<file path="src/rtl/stickman_pkg.sv">
// stickman_pkg
// Shared types and constants for the stickman blocks. The game-status FSM
// uses the same status encodings and key code, so any change here must be
// mirrored there.
//   motion_state_t : vertical motion state of the stickman
//   KEY_SPACE      : PS/2 make code for the space bar
//   ST_*           : one-hot game status {WAIT,PLAY,WIN,LOSE}
//   START_Y .. BOTTOM_LIMIT : physics tuning constants (rows and px/frame)
package stickman_pkg;

  typedef enum logic [1:0] {
    GROUNDED = 2'd0,
    RISING   = 2'd1,
    FALLING  = 2'd2
  } motion_state_t;

  localparam logic [7:0] KEY_SPACE = 8'h2c;

  localparam logic [3:0] ST_WAIT = 4'b1000;
  localparam logic [3:0] ST_PLAY = 4'b0100;
  localparam logic [3:0] ST_WIN  = 4'b0010;
  localparam logic [3:0] ST_LOSE = 4'b0001;

  localparam logic        [9:0] START_Y      = 10'd400;
  localparam logic signed [5:0] JUMP_V       = -6'sd12;
  localparam logic signed [5:0] GRAVITY      = 6'sd1;
  localparam logic signed [5:0] MAX_FALL_V   = 6'sd15;
  localparam logic        [9:0] STEP_UP      = 10'd8;
  localparam logic        [9:0] BOTTOM_LIMIT = 10'd479;

endpackage

</file>
<file path="src/rtl/frame_tick_gen.sv">
// frame_tick_gen
// Turns the level-type frame strobe into a single-cycle pulse on its rising
// edge. frame_clk is already synchronous to Clk, so no synchroniser is used.
// Ports:
//   Clk        in  system clock
//   Reset      in  synchronous, active-high
//   frame_clk  in  ~60 Hz frame strobe (level)
//   frame_tick out one-Clk pulse on each frame_clk rising edge
module frame_tick_gen (
  input  logic Clk,
  input  logic Reset,
  input  logic frame_clk,
  output logic frame_tick
);

  logic frame_prev;

  // Remember last cycle's strobe level for edge detection.
  always_ff @(posedge Clk) begin
    if (Reset) begin
      frame_prev <= 1'b0;
    end else begin
      frame_prev <= frame_clk;
    end
  end

  assign frame_tick = frame_clk & ~frame_prev;

endmodule

</file>
<file path="src/rtl/stickman_motion.sv">
// stickman_motion
// Vertical physics of the stickman: jump on SPACE, gravity, landing on the
// ground, snapping up small steps and walking off ledges. Updates once per
// frame while the game is in PLAY; held at the start row in WAIT and frozen
// in WIN/LOSE.
// Ports:
//   Clk            in  50 MHz system clock
//   Reset          in  synchronous, active-high
//   frame_clk      in  frame strobe (level), synchronous to Clk
//   keycode        in  last received key code
//   GroundY        in  ground row under the stickman this frame
//   status         in  one-hot game status {WAIT,PLAY,WIN,LOSE}
//   StickmanBottom out bottom row of the stickman (registered)
//   airborne       out high while RISING or FALLING
module stickman_motion
  import stickman_pkg::*;
(
  input  logic       Clk,
  input  logic       Reset,
  input  logic       frame_clk,
  input  logic [7:0] keycode,
  input  logic [9:0] GroundY,
  input  logic [3:0] status,
  output logic [9:0] StickmanBottom,
  output logic       airborne
);

  motion_state_t     state, state_nxt;
  logic signed [5:0] vel, vel_nxt;
  logic [9:0]        bottom_nxt;
  logic [7:0]        key_prev;
  logic              jump_req, jump_req_nxt;
  logic              key_edge;
  logic              frame_tick;

  logic signed [10:0] pos_s;
  logic signed [10:0] ground_s;
  logic signed [10:0] nxt_pos;
  logic signed [6:0]  vel_inc;
  logic signed [5:0]  vel_grav;
  logic               landing;

  frame_tick_gen u_frame_tick_gen (
    .Clk        (Clk),
    .Reset      (Reset),
    .frame_clk  (frame_clk),
    .frame_tick (frame_tick)
  );

  // State, velocity and position only move on frame ticks (gated in the
  // next-state logic); key history and the jump request track every cycle.
  always_ff @(posedge Clk) begin
    if (Reset) begin
      state          <= GROUNDED;
      vel            <= 6'sd0;
      StickmanBottom <= START_Y;
      key_prev       <= 8'h00;
      jump_req       <= 1'b0;
    end else begin
      state          <= state_nxt;
      vel            <= vel_nxt;
      StickmanBottom <= bottom_nxt;
      key_prev       <= keycode;
      jump_req       <= jump_req_nxt;
    end
  end

  // Next-state physics. Arithmetic is done in signed 11 bits so that a jump
  // near the top of the screen can go negative and be caught.
  always_comb begin
    state_nxt  = state;
    vel_nxt    = vel;
    bottom_nxt = StickmanBottom;

    key_edge = (keycode == KEY_SPACE) && (key_prev != KEY_SPACE);
    // A space press landing on the tick cycle is kept for the next frame
    // rather than lost.
    jump_req_nxt = frame_tick ? key_edge : (jump_req | key_edge);

    pos_s    = signed'({1'b0, StickmanBottom});
    ground_s = signed'({1'b0, GroundY});
    nxt_pos  = pos_s + 11'(vel);
    vel_inc  = 7'(vel) + 7'(GRAVITY);
    vel_grav = (vel_inc > 7'(MAX_FALL_V)) ? MAX_FALL_V : vel_inc[5:0];
    landing  = (vel >= 6'sd0) && (StickmanBottom <= GroundY) &&
               (nxt_pos >= ground_s);

    if (frame_tick) begin
      case (status)
        ST_WAIT: begin
          state_nxt  = GROUNDED;
          vel_nxt    = 6'sd0;
          bottom_nxt = START_Y;
        end
        ST_PLAY: begin
          if (state == GROUNDED) begin
            if (jump_req) begin
              vel_nxt   = JUMP_V;
              state_nxt = RISING;
            end else if (GroundY > StickmanBottom) begin
              vel_nxt   = 6'sd0;
              state_nxt = FALLING;
            end else if ((StickmanBottom - GroundY) <= STEP_UP) begin
              bottom_nxt = GroundY;
            end
          end else begin
            // Landing is checked before the screen-bottom clamp so that
            // ground at the very bottom row still counts as ground.
            if (nxt_pos < 11'sd0) begin
              bottom_nxt = 10'd0;
              vel_nxt    = 6'sd0;
              state_nxt  = FALLING;
            end else if (landing) begin
              bottom_nxt = GroundY;
              vel_nxt    = 6'sd0;
              state_nxt  = GROUNDED;
            end else if (nxt_pos > signed'({1'b0, BOTTOM_LIMIT})) begin
              bottom_nxt = BOTTOM_LIMIT;
              vel_nxt    = vel_grav;
              state_nxt  = FALLING;
            end else begin
              bottom_nxt = nxt_pos[9:0];
              vel_nxt    = vel_grav;
              state_nxt  = (vel_grav >= 6'sd0) ? FALLING : RISING;
            end
          end
        end
        default: begin
        end
      endcase
    end
  end

  assign airborne = (state != GROUNDED);

endmodule

</file>
<file path="config.mk">
export PLATFORM = sky130hd
export DESIGN_NAME = stickman_motion
export DESIGN_NICKNAME = d
export VERILOG_FILES = /design/src/rtl/stickman_pkg.sv /design/src/rtl/frame_tick_gen.sv /design/src/rtl/stickman_motion.sv
export SDC_FILE = /design/constraint.sdc
export NUM_CORES = 1
export LEC_CHECK = 0
export CAP_MARGIN = 20
export CORE_ASPECT_RATIO = 0.9
export CORE_MARGIN = 8
export CORE_UTILIZATION = 35
export DETAILED_ROUTE_END_ITERATION = 10
export SYNTH_ARGS = -nofsm -noshare
export SYNTH_HDL_FRONTEND = slang
export SYNTH_SLANG_ARGS = --single-unit
</file>
<file path="constraint.sdc">
create_clock -name Clk -period 6.6 [get_ports Clk]
set_input_delay 0.99 -clock Clk [delete_from_list [all_inputs] [get_ports Clk]]
set_output_delay 0.99 -clock Clk [all_outputs]
set_load 0.01 [all_outputs]
</file>
# Word level (Yosys, flattened, before mapping)
# Index checks and enable logic that the tools add are counted.
# W data, S select, Z words.
[word_totals] register_bits=28 inputBits=25 wordCells=61
[classes] n_addsub=3 magnitude_cmp=9 eq_ne=8 muxes=24 bitwise_logic=3 reduce_logical=8
[ops] op="$mux W10" n=7
[ops] op="$mux W6" n=6
[ops] op="$pmux W10 S2" n=1
[ops] op="$mux W2" n=7
[ops] op="$ge A6 B1 Y1 const B" n=2
[ops] op="$pmux W6 S2" n=1
[ops] op="$add A11 B6 Y11" n=1
[ops] op="$ge A11 B11 Y1" n=1
[ops] op="$gt A11 B10 Y1 const B" n=1
[ops] op="$lt A11 B1 Y1 const B" n=1
[ops] op="$gt A10 B10 Y1" n=1
[ops] op="$le A10 B10 Y1" n=1
[ops] op="$le A10 B4 Y1 const B" n=1
[ops] op="$sub A10 B10 Y10" n=1
[ops] op="$ne A3 B3 Y1 const B" n=3
[ops] op="$eq A8 B6 Y1 const B" n=1
[ops] op="$ne A8 B6 Y1 const B" n=1
[ops] op="$add A6 B2 Y7 const B" n=1
[ops] op="$gt A7 B5 Y1 const B" n=1
[ops] op="$reduce_and A5 Y1" n=1
[ops] op="$eq A4 B3 Y1 const B" n=1
[ops] op="$eq A4 B4 Y1 const B" n=1
[ops] op="$ne A4 B4 Y1 const B" n=1
[ops] op="$pmux W2 S2" n=1
[ops] op="8 further kinds" n=11

# Logic depth before layout (Yosys ltp)
[logic_depth] ltp_word=10 ltp_mapped=15 depth_no_buf=14

# By module
# A second synthesis with hierarchy kept.
[hier_totals] hier_cells=328 hier_area_um2=2582.5
[modules_own_cells] mod="stickman_motion" instances=1 cells_each=325 area_per_inst_um2=2534.9 seq_area_each_um2=540.5
[modules_own_cells] mod="frame_tick_gen" instances=1 cells_each=3 area_per_inst_um2=47.5 seq_area_each_um2=20.0

# Worst setup path after synthesis
# No wires, ideal clock.
[synth_path] path_type="in2reg" startpoint="in GroundY[2]" endpoint="reg StickmanBottom[5]" t_arrival_ns=3.132 required_ns=6.483 setup_slack_ns=3.351 stages=11 n_path_buf=1 path_cell_list="inv_1 -> ha_1 -> o21ai_1 -> a21oi_2 -> o41a_4 -> o21a_1 -> o41ai_2 -> a31oi_1 -> and2_1 -> buf_2 -> a22o_1"
[synth_between] elab_chain_cells=7 word_cells_on_any_way=14
[synth_lines] item="from (decl)" line_no="stickman_motion.sv:22" source="input logic [9:0] GroundY,"
[synth_lines] item="parallel branches: the longest is 7 deep, another holds $sub A10 B10 Y10"
[synth_lines] item="to (signal assigned)" line_no="stickman_motion.sv:62" source="StickmanBottom <= bottom_nxt;"
[synth_lines] item="to (decl)" line_no="stickman_motion.sv:24" source="output logic [9:0] StickmanBottom,"
# Several ways; the timed one is not identified.
# A chain may end at the register's enable or synchronous reset.

# Worst setup path in the final report
# Ends and elaborated chain as after synthesis.

==> results.sh <==
export IMPL_grt_pass1_wl_mm=11.29
export IMPL_cts_tree="done"
export IMPL_fillers=679
export IMPL_synth_distinct_cells=61
export IMPL_cp_end_kind="flop"
export IMPL_worst_pin_slew_ps=889.5
export IMPL_setup_viol=0
export IMPL_p_leak_uw=0.001213
export IMPL_path_max_fanout=11
export IMPL_regToRegStartpoint="vel[5]"
export IMPL_slew_viol_final=0
export IMPL_antenna_found_initial=0
export IMPL_detail_route_antenna_nets=0
export IMPL_layout_cells_non_filler=436
export IMPL_final_core_util_pct=42.97
export IMPL_rows=29
export IMPL_reg2reg_slack_ps=2690
export IMPL_dpl_hpwl_mm=5.595
export IMPL_final_common_cell="clkdlybuf4s50_1"
export IMPL_powerDensity_nw_per_um2=125.5
export IMPL_outcome="finished, final reports clean"
export IMPL_clk_latency_ps=290
export IMPL_syn_num_nets=371
export IMPL_seq_area_frac_synth_pct=22.36
export IMPL_die_h_um=96.30
export IMPL_synth_warnings=0
export IMPL_timing_fmax_mhz=255.4
export IMPL_whs_path_depth=2
export IMPL_holdWs_ps=459.0
export IMPL_die_x_um=105.2
export IMPL_clkTransAtPathRegs_ps=110
export IMPL_avgViaCountPerCell=5.424
export IMPL_hp_class="flop to flop"
export IMPL_drc=0
export IMPL_r2r_end="StickmanBottom[5]"
export IMPL_slew_headroom_pct=40.57
export IMPL_period_share_pct=59.33
export IMPL_rsz0062_at_grt="false"
export IMPL_cts_sinks=28
export IMPL_placed_cells=432
export IMPL_synthArstFlopShare_pct=0
export IMPL_die_area_um2=10130
export IMPL_critPathArrivalTime_ps=4110
export IMPL_crit_type="input pin to flop"
export IMPL_cts_setup_buffers=0
export IMPL_grt_pass1_vias=2318
export IMPL_cp_start_kind="input pin"
export IMPL_syn_area_per_cell_um2=8.037
export IMPL_synth_edf_count=0
export IMPL_cts_hold_fix_buffers=0
export IMPL_num_vias=2365
export IMPL_required_ps=6790
export IMPL_grt_overflow_total=0
export IMPL_r2r_cells=13
export IMPL_wire_per_inst_um=15.71
export IMPL_cts_buffers=3
export IMPL_mostFrequentLayoutCells="clkdlybuf4s50_1, ha_1, nand2_1"
export IMPL_fin_crit_ps=3915
export IMPL_final_layout_size_suffix_gt1_share_pct=4.956
export IMPL_diodes=0
export IMPL_core_area_um2=7003
export IMPL_start_util_pct=35.80
export IMPL_num_io_pins=36
export IMPL_synthFlopType="dfxtp_1"
export IMPL_cts_max_path_buffers=2
export IMPL_totalWireLength_mm=6.849
export IMPL_final_nets=403
export IMPL_globalRouteTotalUtil_pct=13.63
export IMPL_grt_max_degree=20
export IMPL_drt_pass1_iterations=4
export IMPL_holdPathEnd="state[1]"
export IMPL_power_uw=377.7
export IMPL_cap_viol_max_count=0
export IMPL_worst_ir_drop_vdd_mv=0.07113
export IMPL_ys_ff_latch=28
export IMPL_ctsResizeCount=0
export IMPL_syn_inst=312
export IMPL_drt_iter0_drc=188
export IMPL_hold_violations=0
export IMPL_syn_cell_area_um2=2507
export IMPL_skew_ps=7.223
export IMPL_gp_congestion=0.9624
export IMPL_portBuffers=35
export IMPL_min_delay_start="state[1]"
export IMPL_htreeDepth=1
export IMPL_fin_setup_tns_ps=0
export IMPL_root_buffer="clkbuf_8"
export IMPL_syn_to_final_growth_pct=20.01
-- cells in the mapped netlist, types with 2 or more instances --
| master | n | area (um^2) |
|---|---|---|
| o21bai_1 | 2 | 15.01 |
| o211ai_1 | 3 | 22.52 |
| nor4b_1 | 2 | 17.52 |
| a32o_1 | 4 | 40.04 |
| nand2_1 | 31 | 116.4 |
| nor2_1 | 17 | 63.81 |
| xor2_1 | 5 | 43.79 |
| nand3_1 | 8 | 40.04 |
| nand3b_1 | 4 | 30.03 |
| o311ai_0 | 3 | 26.28 |
| o21a_1 | 4 | 30.03 |
| o21ai_0 | 11 | 55.05 |
| nor2b_1 | 15 | 93.84 |
| nand2b_1 | 7 | 43.79 |
| a32oi_1 | 4 | 35.03 |
| buf_2 | 2 | 10.01 |
| a21oi_2 | 2 | 17.52 |
| dfxtp_1 | 28 | 560.5 |
| xnor2_1 | 9 | 78.83 |
| and2_1 | 2 | 12.51 |
| a31o_2 | 2 | 17.52 |
| inv_1 | 22 | 82.58 |
| clkbuf_1 | 4 | 15.01 |
| o21ai_1 | 3 | 15.01 |
| or4_1 | 2 | 15.01 |
| ha_1 | 33 | 412.9 |
| a21o_1 | 5 | 37.54 |
| nand4_1 | 6 | 37.54 |
| a211o_1 | 3 | 26.28 |
| nor3_1 | 7 | 35.03 |
| a22o_1 | 2 | 17.52 |
| a31oi_1 | 2 | 12.51 |
| a21oi_1 | 30 | 150.1 |
-- how the worst max path moves through the flow --
stage	from	to	slack (ps)	cells past startpoint
2_1_floorplan	GroundY[2]	StickmanBottom[5]	3350	11
3_3_place_gp	GroundY[2]	StickmanBottom[5]	2530	11
3_5_place_dp	GroundY[2]	StickmanBottom[5]	2440	11
4_1_cts	vel[5]	StickmanBottom[5]	2710	13
5_1_grt	vel[5]	StickmanBottom[5]	2310	13
6_report	GroundY[2]	StickmanBottom[5]	2680	11
-- worst max-delay path, cell delays in order --
cell             delay (ps)
clkdlybuf4s50_1         500
inv_1                    70
ha_1                    350
o21ai_1                 180
a21oi_2                  70
o41a_4                  390
o21a_1                  260
a211oi_2                630
nor3_1                  180
a31o_2                  290
a22o_1                  190
-- kinds of logic (layout without fill, tap and decap cells) --
logic type,count (synthesis),count (layout),synth area share [%]
simple gates,109,109,22.61
flops,28,28,22.36
fa+ha+maj,34,34,17.27
xor+xnor,15,15,5.539
buf+inv,30,61,4.740
compound gates,96,96,27.50
-- per-stage QoR --
stage                     instance area, um^2  setup slack, ps
after global placement                   2938             2527
after detailed placement                 2938             2437
after floorplan                          2507             3351
after global routing                     3009             2311
after CTS                                3009             2713
final                                    3009             2685
-- metal layers --
| metal | part of all wire, % | GRT usage [%] |
|---|---|---|
| met1 | 47 | 17.57 |
| met5 | 0 | 0 |
| met2 | 47 | 23.66 |
| met4 | 0.96 | 1.898 |
| met3 | 5.5 | 2.610 |
-- power by group --
part	switching, uW	internal (uW)
registers	0.856	172
clock network	61.5	81.4
logic	31.2	30.7
-- cell type report --
class	count	area, um^2	area share (%)
flip-flops and latches	28	560.5	18.63
clock buffers	3	41.29	1.372
clock inverters	1	30.03	0.9979
well taps	93	116.4	3.867
inverters	22	82.58	2.744
multi-input cells	254	1828	60.75
repair buffers	35	350.3	11.64
-- state kept, by name, indices dropped and copies added (netlist names) --
name / flops
u_frame_tick_gen.frame_prev: 1
key_prev: 8
jump_req: 1
StickmanBottom: 10
vel: 6
state: 2
Power figures use the tool's default switching activity.
